### config.mk
export PLATFORM = sky130hd
export DESIGN_NAME = fft_stage_seq_flat
export DESIGN_NICKNAME = d
export VERILOG_FILES = /design/src/rtl/fft_stage_seq_pkg.sv /design/src/rtl/fft_stage_seq_if.sv /design/src/rtl/fft_stage_seq_delay.sv /design/src/rtl/fft_stage_seq.sv /design/src/flat_wrapper.sv
export SDC_FILE = /design/constraint.sdc
export NUM_CORES = 1
export LEC_CHECK = 0
export ABC_CLOCK_PERIOD_IN_PS = 4400
export CAP_MARGIN = 15
export CORE_MARGIN = 8
export CORE_UTILIZATION = 33
export CTS_BUF_LIST = sky130_fd_sc_hd__clkbuf_8
export CTS_CLUSTER_DIAMETER = 30
export DETAILED_ROUTE_END_ITERATION = 10
export PLACE_DENSITY = 0.5
export SLEW_MARGIN = 20
export SYNTH_ARGS = -nofsm -noshare
export SYNTH_HDL_FRONTEND = slang
export SYNTH_SLANG_ARGS = --single-unit
### constraint.sdc
create_clock -name clk -period 4.4 [get_ports clk]
set_input_delay 0.88 -clock clk [delete_from_list [all_inputs] [get_ports clk]]
set_output_delay 0.88 -clock clk [all_outputs]
set_load 0.05 [all_outputs]
### src/rtl/fft_stage_seq_pkg.sv
// Shared constants and FSM encoding for the radix-2 DIT FFT stage sequencer.
package fft_stage_seq_pkg;

  localparam int LOG2N_DEF  = 6;
  localparam int RD_LAT_DEF = 1;
  localparam int BF_LAT_DEF = 4;
  localparam int D_DEF      = RD_LAT_DEF + BF_LAT_DEF;

  typedef enum logic [1:0] {
    IDLE  = 2'd0,
    ISSUE = 2'd1,
    DRAIN = 2'd2,
    FIN   = 2'd3
  } state_t;

  // Read-to-write distance: RAM/ROM read plus butterfly pipeline.
  function automatic int pipe_depth(input int rd_lat, input int bf_lat);
    return rd_lat + bf_lat;
  endfunction

endpackage

### src/rtl/fft_stage_seq_if.sv
// Control bundle between the FFT sequencer and the RAM/ROM/butterfly datapath.
interface fft_stage_seq_if
  import fft_stage_seq_pkg::*;
#(
  parameter int LOG2N = LOG2N_DEF
);
  logic             start;
  logic             busy;
  logic             done;
  logic             rd_en;
  logic [LOG2N-1:0] rd_addr_a;
  logic [LOG2N-1:0] rd_addr_b;
  logic [LOG2N-2:0] tw_idx;
  logic             wr_en;
  logic [LOG2N-1:0] wr_addr_a;
  logic [LOG2N-1:0] wr_addr_b;

  modport master (
    input  start,
    output busy, done, rd_en, rd_addr_a, rd_addr_b, tw_idx,
           wr_en, wr_addr_a, wr_addr_b
  );

  modport slave (
    output start,
    input  busy, done, rd_en, rd_addr_a, rd_addr_b, tw_idx,
           wr_en, wr_addr_a, wr_addr_b
  );
endinterface

### src/rtl/fft_stage_seq_delay.sv
// Valid-plus-payload shift register; reset flushes everything in flight.
module fft_delay_line #(
  parameter int WIDTH = 8,
  parameter int DEPTH = 1
) (
  input  logic             clk,
  input  logic             rst,
  input  logic             in_vld,
  input  logic [WIDTH-1:0] in_data,
  output logic             out_vld,
  output logic [WIDTH-1:0] out_data
);
  logic [DEPTH-1:0]            vld_pipe;
  logic [DEPTH-1:0][WIDTH-1:0] dat_pipe;

  always_ff @(posedge clk or posedge rst) begin
    if (rst) begin
      vld_pipe <= '0;
      dat_pipe <= '0;
    end else begin
      vld_pipe[0] <= in_vld;
      dat_pipe[0] <= in_data;
      for (int i = 1; i < DEPTH; i++) begin
        vld_pipe[i] <= vld_pipe[i-1];
        dat_pipe[i] <= dat_pipe[i-1];
      end
    end
  end

  assign out_vld  = vld_pipe[DEPTH-1];
  assign out_data = dat_pipe[DEPTH-1];
endmodule

### src/rtl/fft_stage_seq.sv
// In-place radix-2 DIT FFT address/control sequencer: one butterfly per cycle,
// writes retired D cycles after their reads, pipeline drained between stages.
module fft_stage_seq
  import fft_stage_seq_pkg::*;
#(
  parameter int LOG2N  = LOG2N_DEF,
  parameter int RD_LAT = RD_LAT_DEF,
  parameter int BF_LAT = BF_LAT_DEF
) (
  input logic            clk,
  input logic            rst,
  fft_stage_seq_if.master bus
);
  localparam int D      = pipe_depth(RD_LAT, BF_LAT);
  localparam int HALF_N = 2 ** (LOG2N - 1);
  localparam int JW     = (LOG2N > 1) ? LOG2N - 1 : 1;
  localparam int SW     = $clog2(LOG2N + 1);
  localparam int DW     = $clog2(D + 1);

  state_t          state, nxt;
  logic [JW-1:0]   j, j_n;
  logic [SW-1:0]   stage, stage_n;
  logic [DW-1:0]   dcnt, dcnt_n;
  logic            busy_q, done_q;

  always_ff @(posedge clk or posedge rst) begin
    if (rst) begin
      state  <= IDLE;
      j      <= '0;
      stage  <= '0;
      dcnt   <= '0;
      busy_q <= 1'b0;
      done_q <= 1'b0;
    end else begin
      state  <= nxt;
      j      <= j_n;
      stage  <= stage_n;
      dcnt   <= dcnt_n;
      busy_q <= (nxt == ISSUE) || (nxt == DRAIN);
      done_q <= (nxt == FIN);
    end
  end

  always_comb begin
    nxt     = state;
    j_n     = j;
    stage_n = stage;
    dcnt_n  = dcnt;
    case (state)
      IDLE: if (bus.start) begin
        nxt     = ISSUE;
        j_n     = '0;
        stage_n = '0;
      end
      ISSUE: begin
        if (j == JW'(HALF_N - 1)) begin
          nxt    = DRAIN;
          j_n    = '0;
          dcnt_n = '0;
        end else begin
          j_n = j + 1'b1;
        end
      end
      DRAIN: begin
        // Hold off the next stage until every write of this one has retired.
        if (dcnt == DW'(D - 1)) begin
          if (stage == SW'(LOG2N - 1)) begin
            nxt = FIN;
          end else begin
            nxt     = ISSUE;
            stage_n = stage + 1'b1;
          end
        end else begin
          dcnt_n = dcnt + 1'b1;
        end
      end
      FIN: begin
        nxt     = IDLE;
        stage_n = '0;
      end
      default: nxt = IDLE;
    endcase
  end

  // Butterfly pair: groups of 2*half, k within group, twiddle stride N/(2*half).
  logic [LOG2N-1:0] jx, half, k, a, b, twf;
  always_comb begin
    jx   = LOG2N'(j);
    half = LOG2N'(1) << stage;
    k    = jx & (half - LOG2N'(1));
    a    = ((jx >> stage) << (stage + SW'(1))) | k;
    b    = a | half;
    twf  = k << (SW'(LOG2N - 1) - stage);
  end

  logic             rd_en, wr_vld;
  logic [LOG2N-1:0] ra, rb;
  logic [2*LOG2N-1:0] wr_data;

  assign rd_en = (state == ISSUE);
  assign ra    = rd_en ? a : '0;
  assign rb    = rd_en ? b : '0;

  fft_delay_line #(.WIDTH(2 * LOG2N), .DEPTH(D)) u_dly (
    .clk      (clk),
    .rst      (rst),
    .in_vld   (rd_en),
    .in_data  ({ra, rb}),
    .out_vld  (wr_vld),
    .out_data (wr_data)
  );

  assign bus.busy      = busy_q;
  assign bus.done      = done_q;
  assign bus.rd_en     = rd_en;
  assign bus.rd_addr_a = ra;
  assign bus.rd_addr_b = rb;
  assign bus.tw_idx    = rd_en ? twf[LOG2N-2:0] : '0;
  assign bus.wr_en     = wr_vld;
  assign bus.wr_addr_a = wr_vld ? wr_data[2*LOG2N-1:LOG2N] : '0;
  assign bus.wr_addr_b = wr_vld ? wr_data[LOG2N-1:0] : '0;
endmodule

### src/flat_wrapper.sv
// flat-port wrapper written by rule: the top's interface ports become plain ports
module fft_stage_seq_flat import fft_stage_seq_pkg::*;
#(
  parameter int LOG2N  = LOG2N_DEF,
  parameter int RD_LAT = RD_LAT_DEF,
  parameter int BF_LAT = BF_LAT_DEF
)
  (clk, rst, bus_start, bus_busy, bus_done, bus_rd_en, bus_rd_addr_a, bus_rd_addr_b, bus_tw_idx, bus_wr_en, bus_wr_addr_a, bus_wr_addr_b);
  fft_stage_seq_if #(.LOG2N(LOG2N)) bus_i ();
  input logic clk;
  input logic rst;
  input wire logic [$bits(bus_i.start)-1:0] bus_start;
  output wire logic [$bits(bus_i.busy)-1:0] bus_busy;
  output wire logic [$bits(bus_i.done)-1:0] bus_done;
  output wire logic [$bits(bus_i.rd_en)-1:0] bus_rd_en;
  output wire logic [$bits(bus_i.rd_addr_a)-1:0] bus_rd_addr_a;
  output wire logic [$bits(bus_i.rd_addr_b)-1:0] bus_rd_addr_b;
  output wire logic [$bits(bus_i.tw_idx)-1:0] bus_tw_idx;
  output wire logic [$bits(bus_i.wr_en)-1:0] bus_wr_en;
  output wire logic [$bits(bus_i.wr_addr_a)-1:0] bus_wr_addr_a;
  output wire logic [$bits(bus_i.wr_addr_b)-1:0] bus_wr_addr_b;
  assign bus_i.start = bus_start;
  assign bus_busy = bus_i.busy;
  assign bus_done = bus_i.done;
  assign bus_rd_en = bus_i.rd_en;
  assign bus_rd_addr_a = bus_i.rd_addr_a;
  assign bus_rd_addr_b = bus_i.rd_addr_b;
  assign bus_tw_idx = bus_i.tw_idx;
  assign bus_wr_en = bus_i.wr_en;
  assign bus_wr_addr_a = bus_i.wr_addr_a;
  assign bus_wr_addr_b = bus_i.wr_addr_b;
  fft_stage_seq #(.LOG2N(LOG2N), .RD_LAT(RD_LAT), .BF_LAT(BF_LAT)) u_core (.clk(clk), .rst(rst), .bus(bus_i));
endmodule
==> summary by stage <==
Setup path
Data on the critical path arrives at its endpoint at 3.13 ns. The delay of the slowest cell on the worst path is 0.83 ns. Along the worst path, the maximum fanout reaches 20.

The signal on the critical path passes through buf_4 > ha_1 > ha_1 > inv_1 > o2bb2ai_1 > a32oi_1 > o21a_1 > nor2b_1 > clkdlybuf4s50_1. The top cell family by delay on the critical path is buffers and inverters. The critical path is of the flip-flop to output port type. In this design, the critical path's most frequently occurring cell is sky130_fd_sc_hd__ha_1. For this design, the slowest cell found on the critical path is sky130_fd_sc_hd__clkdlybuf4s50_1. The worst setup path is captured at an output port. The worst setup path is launched from a flip-flop. The critical path contains buffers and inverters numbering 3 combined. Data on the critical path is required at its endpoint by 3.52 ns.

Routing
In the routed design, unresolved DRC markers number 0. The final wirelength is 6270 um. The per-cell via count in the routed design is 4.62. Dividing the detail-routed wire length by the instance count gives 14.3 um.

Once detail routing completed, the nets flagged for antenna violations numbered 0. The first TritonRoute pass finished after 4 iterations. The detailed router finished its first iteration with 94 violations. The routed layout has 2022 vias.

Synthesis
The number of standard cells after synthesis is 263. The post-synthesis average cell area is 12.4 um2. The number of enable flip-flop cells after synthesis is 0. Sequential elements use 61.6% of the synthesized area. Among all flip-flop cells after synthesis, the most frequent one is sky130_fd_sc_hd__dfrtp_1. Synthesis inferred 80 register bits. After synthesis, the netlist uses 52 different library cells. The net count after synthesis is 280.

For this run, the number of Yosys warnings is 0. The fraction of synthesis flops using an asynchronous set or reset pin is 100%. The mapped netlist covers 3250 um2.

Floorplanning
For this configuration, the core starts out at a cell density of 33.6%. The site row count is 36. The number of I/O pins is 36.

The die covers 13300 um2. The core region area is 9680 um2. The die is 115 um wide. In this run the vertical extent of the chip is 115 um.

Clock tree
The total CTS buffers is 9. The clock tree from TritonCTS is done. The H-tree was split into 3 levels. The root cell of the clock tree is sky130_fd_sc_hd__clkbuf_8. The buffer levels on the longest clock path is 2. Counting every sink on the clock net gives 80. Once the clock tree was built, the setup fixing pass inserted 0 buffers.

Buffers inserted to repair hold after CTS numbered 0. The post-cts repair resize count is 0. The clock reaches the later pin of the worst-skew pair after 0.34 ns. After clock tree synthesis, the clock-pin slew on the worst setup and hold paths is 0.08 ns.

Pwr
The power per cell area is 554 nW/um2. The largest vdd supply drop is 220 uV. In this run the static leakage power is 1.80 nW.

Cells and area
The synthesis-to-layout area growth is 20.8%. 0 antenna diodes ended up in the layout. Summing all flip-flop and latch instances after layout gives 2000 um2.

Fill cells in the final layout number 917. The finished layout holds 438 standard cells, fillers aside. The area of the multi-input gates is 1130 um2. The finished layout cell area is 3930 um2. The fraction of final layout cells with drive strength greater than 1 is 11.5%.

The net count of the finished layout is 317.

Global route
The pin count of the biggest net entering global routing is 60. For this run, the total global-route usage over all layers was measured as 10.1%. The via count of the first global-routing pass came to 2052. The sum of overflow across all layers after global routing is 0. The first global-routing pass estimated 10300 um of wire. The number of antenna violations at the first check in global routing is 0.

Timing
The transition time of the tightest slew-check pin is 0.706 ns. The maximum achievable frequency is 0.249 GHz. The number of setup violations in the final report is 0. Measured against its own limit, the worst slew margin works out to 52.9%. The post-route setup TNS is 0 ns. The hold slack is 0.343 ns. The max-slew violation count came to 0.

Setup repair after global routing left no endpoint under its margin. The routed design could run at a clock period as short as 4.01 ns. The number of hold violations in the final report was 0. The clock skew is 0.0101 ns.

The final critical path takes up 91.1% of the cycle.

Placement
The area of placed instances is 3730 um2. The count of buffers from port buffering is 35. The number of placed instances, taps included is 422. The global placement routability congestion is 0.837. Detailed placement finished with a half-perimeter wire length of 4340 um.

Worst hold path
The type of the worst min-delay path is flip-flop to flip-flop.

Run status
The flow ran to the end, and the final reports show no timing, DRC or antenna violations.

Run
Across the run, the number of max-cap violations was 0.
==> layout by cell type, fill, tap and decap left out, types with 2 or more instances in the layout <==
cell type                          n
sky130_fd_sc_hd__dfrtp_1          80
sky130_fd_sc_hd__clkdlybuf4s50_1  34
sky130_fd_sc_hd__nand2_1          15
sky130_fd_sc_hd__and2_1           14
sky130_fd_sc_hd__ha_1             14
sky130_fd_sc_hd__o21ai_0          13
sky130_fd_sc_hd__inv_1            11
sky130_fd_sc_hd__nor2_1            9
sky130_fd_sc_hd__clkbuf_8          9
sky130_fd_sc_hd__nor2b_1           8
sky130_fd_sc_hd__nand3_1           7
sky130_fd_sc_hd__a21oi_1           7
sky130_fd_sc_hd__o21a_1            6
sky130_fd_sc_hd__buf_4             6
sky130_fd_sc_hd__mux2i_1           5
sky130_fd_sc_hd__nor3_1            5
sky130_fd_sc_hd__and3_1            4
sky130_fd_sc_hd__nand2b_1          4
sky130_fd_sc_hd__mux2_2            3
sky130_fd_sc_hd__a32oi_1           3
sky130_fd_sc_hd__o21ai_1           3
sky130_fd_sc_hd__a21boi_0          3
sky130_fd_sc_hd__nand4_1           3
sky130_fd_sc_hd__xnor2_1           2
sky130_fd_sc_hd__o31ai_1           2
sky130_fd_sc_hd__a32o_1            2
sky130_fd_sc_hd__a31oi_1           2
sky130_fd_sc_hd__clkinv_4          2
==> where the power goes <==
group	switching (mW)	total, mW	leakage, nW	internal, mW
clock network	0.266	0.529	0.101	0.263
registers	0.0885	0.995	1.07	0.906
logic	0.425	0.653	0.630	0.227
==> cells by family (layout without fill, tap and decap cells) <==
kind of cell | Yosys count | after routing | synth area share [%]
AOI/OAI and AO/OA | 57 | 57 | 13.2
buffers and inverters | 25 | 67 | 3.54
adders and majority gates | 14 | 14 | 5.39
muxes | 9 | 9 | 3.27
xor gates and xnor gates | 2 | 2 | 0.539
and+or+nand+nor | 76 | 76 | 12.5
DFF | 80 | 80 | 61.6
==> sequential cells by signal (all words and copies together), names as in the netlist <==
| signal | count |
|---|---|
| u_core.dcnt | 3 |
| u_core.bus.done | 1 |
| u_core.bus.busy | 1 |
| u_core.stage | 3 |
| u_core.state | 2 |
| u_core.u_dly.dat_pipe | 48 |
| u_core.u_dly.out_data | 12 |
| u_core.u_dly.vld_pipe | 5 |
| u_core.j | 5 |
==> synthesized netlist by cell type (2+ instances only) <==
cell	instances	share of area (%)
sky130_fd_sc_hd__dfrtp_1	80	62
sky130_fd_sc_hd__nand2_1	15	1.7
sky130_fd_sc_hd__and2_1	14	2.7
sky130_fd_sc_hd__ha_1	14	5.4
sky130_fd_sc_hd__o21ai_0	13	2.0
sky130_fd_sc_hd__inv_1	11	1.3
sky130_fd_sc_hd__nor2_1	9	1.0
sky130_fd_sc_hd__buf_2	8	1.2
sky130_fd_sc_hd__nor2b_1	8	1.5
sky130_fd_sc_hd__a21oi_1	7	1.1
sky130_fd_sc_hd__nand3_1	7	1.1
sky130_fd_sc_hd__o21a_1	6	1.4
sky130_fd_sc_hd__mux2i_1	5	1.5
sky130_fd_sc_hd__nor3_1	5	0.77
sky130_fd_sc_hd__and3_1	4	0.77
sky130_fd_sc_hd__clkbuf_1	4	0.46
sky130_fd_sc_hd__nand2b_1	4	0.77
sky130_fd_sc_hd__a21boi_0	3	0.69
sky130_fd_sc_hd__a32oi_1	3	0.81
sky130_fd_sc_hd__mux2_2	3	1.0
sky130_fd_sc_hd__nand4_1	3	0.58
sky130_fd_sc_hd__o21ai_1	3	0.46
sky130_fd_sc_hd__a31oi_1	2	0.38
sky130_fd_sc_hd__a32o_1	2	0.62
sky130_fd_sc_hd__o31ai_1	2	0.46
sky130_fd_sc_hd__xnor2_1	2	0.54
==> per-layer routing <==
metal | routed length (um) | GRT usage (%) | share of wire (%)
met1 | 2830 | 11.9 | 45
met2 | 3040 | 16.4 | 48
met3 | 338 | 3.41 | 5.4
met4 | 62 | 4.20 | 0.99
met5 | 0 | 0 | 0
==> worst paths after layout <==
path / start / endpoint / slack [ns] / cells after the start
max: u_core.stage[0]$_DFFE_PP0P_ / bus_rd_addr_a[4] / 0.39 / 9
min: u_core.u_dly.dat_pipe[30]$_DFF_PP0_ / u_core.u_dly.dat_pipe[42]$_DFF_PP0_ / 0.34 / 0
max reg2reg: u_core.j[0]$_DFFE_PP0P_ / u_core.bus.busy$_DFF_PP0_ / 2.12 / 9
min reg2reg: u_core.u_dly.dat_pipe[30]$_DFF_PP0_ / u_core.u_dly.dat_pipe[42]$_DFF_PP0_ / 0.34 / 0
max in group asynchronous: rst / u_core.u_dly.dat_pipe[40]$_DFF_PP0_ / 2.62 / 3
min in group asynchronous: rst / u_core.u_dly.dat_pipe[11]$_DFF_PP0_ / 1.01 / 2
==> layout make-up <==
| cell class | count | share of cell area, % |
|---|---|---|
| repair buffers | 40 | 9.81 |
| clock inverters | 7 | 1.85 |
| well taps | 133 | 4.24 |
| flip-flops and latches | 80 | 51.0 |
| multi-input cells | 158 | 28.9 |
| clock buffers | 9 | 3.15 |
| inverters | 11 | 1.11 |
==> metrics by stage <==
| step | setup WS [ns] | util (%) | power (mW) |
|---|---|---|---|
| 5_1_grt | 0.128 | 40.6 | 2.30 |
| 3_3_place_gp | 0.676 | 38.5 | 1.66 |
| 4_1_cts | 0.323 | 40.6 | 2.21 |
| 2_1_floorplan | 0.521 | - | 1.46 |
| 3_5_place_dp | 0.724 | 38.5 | 1.67 |
| 6_report | 0.391 | 40.6 | 2.18 |
(Power assumes the default switching activity.)
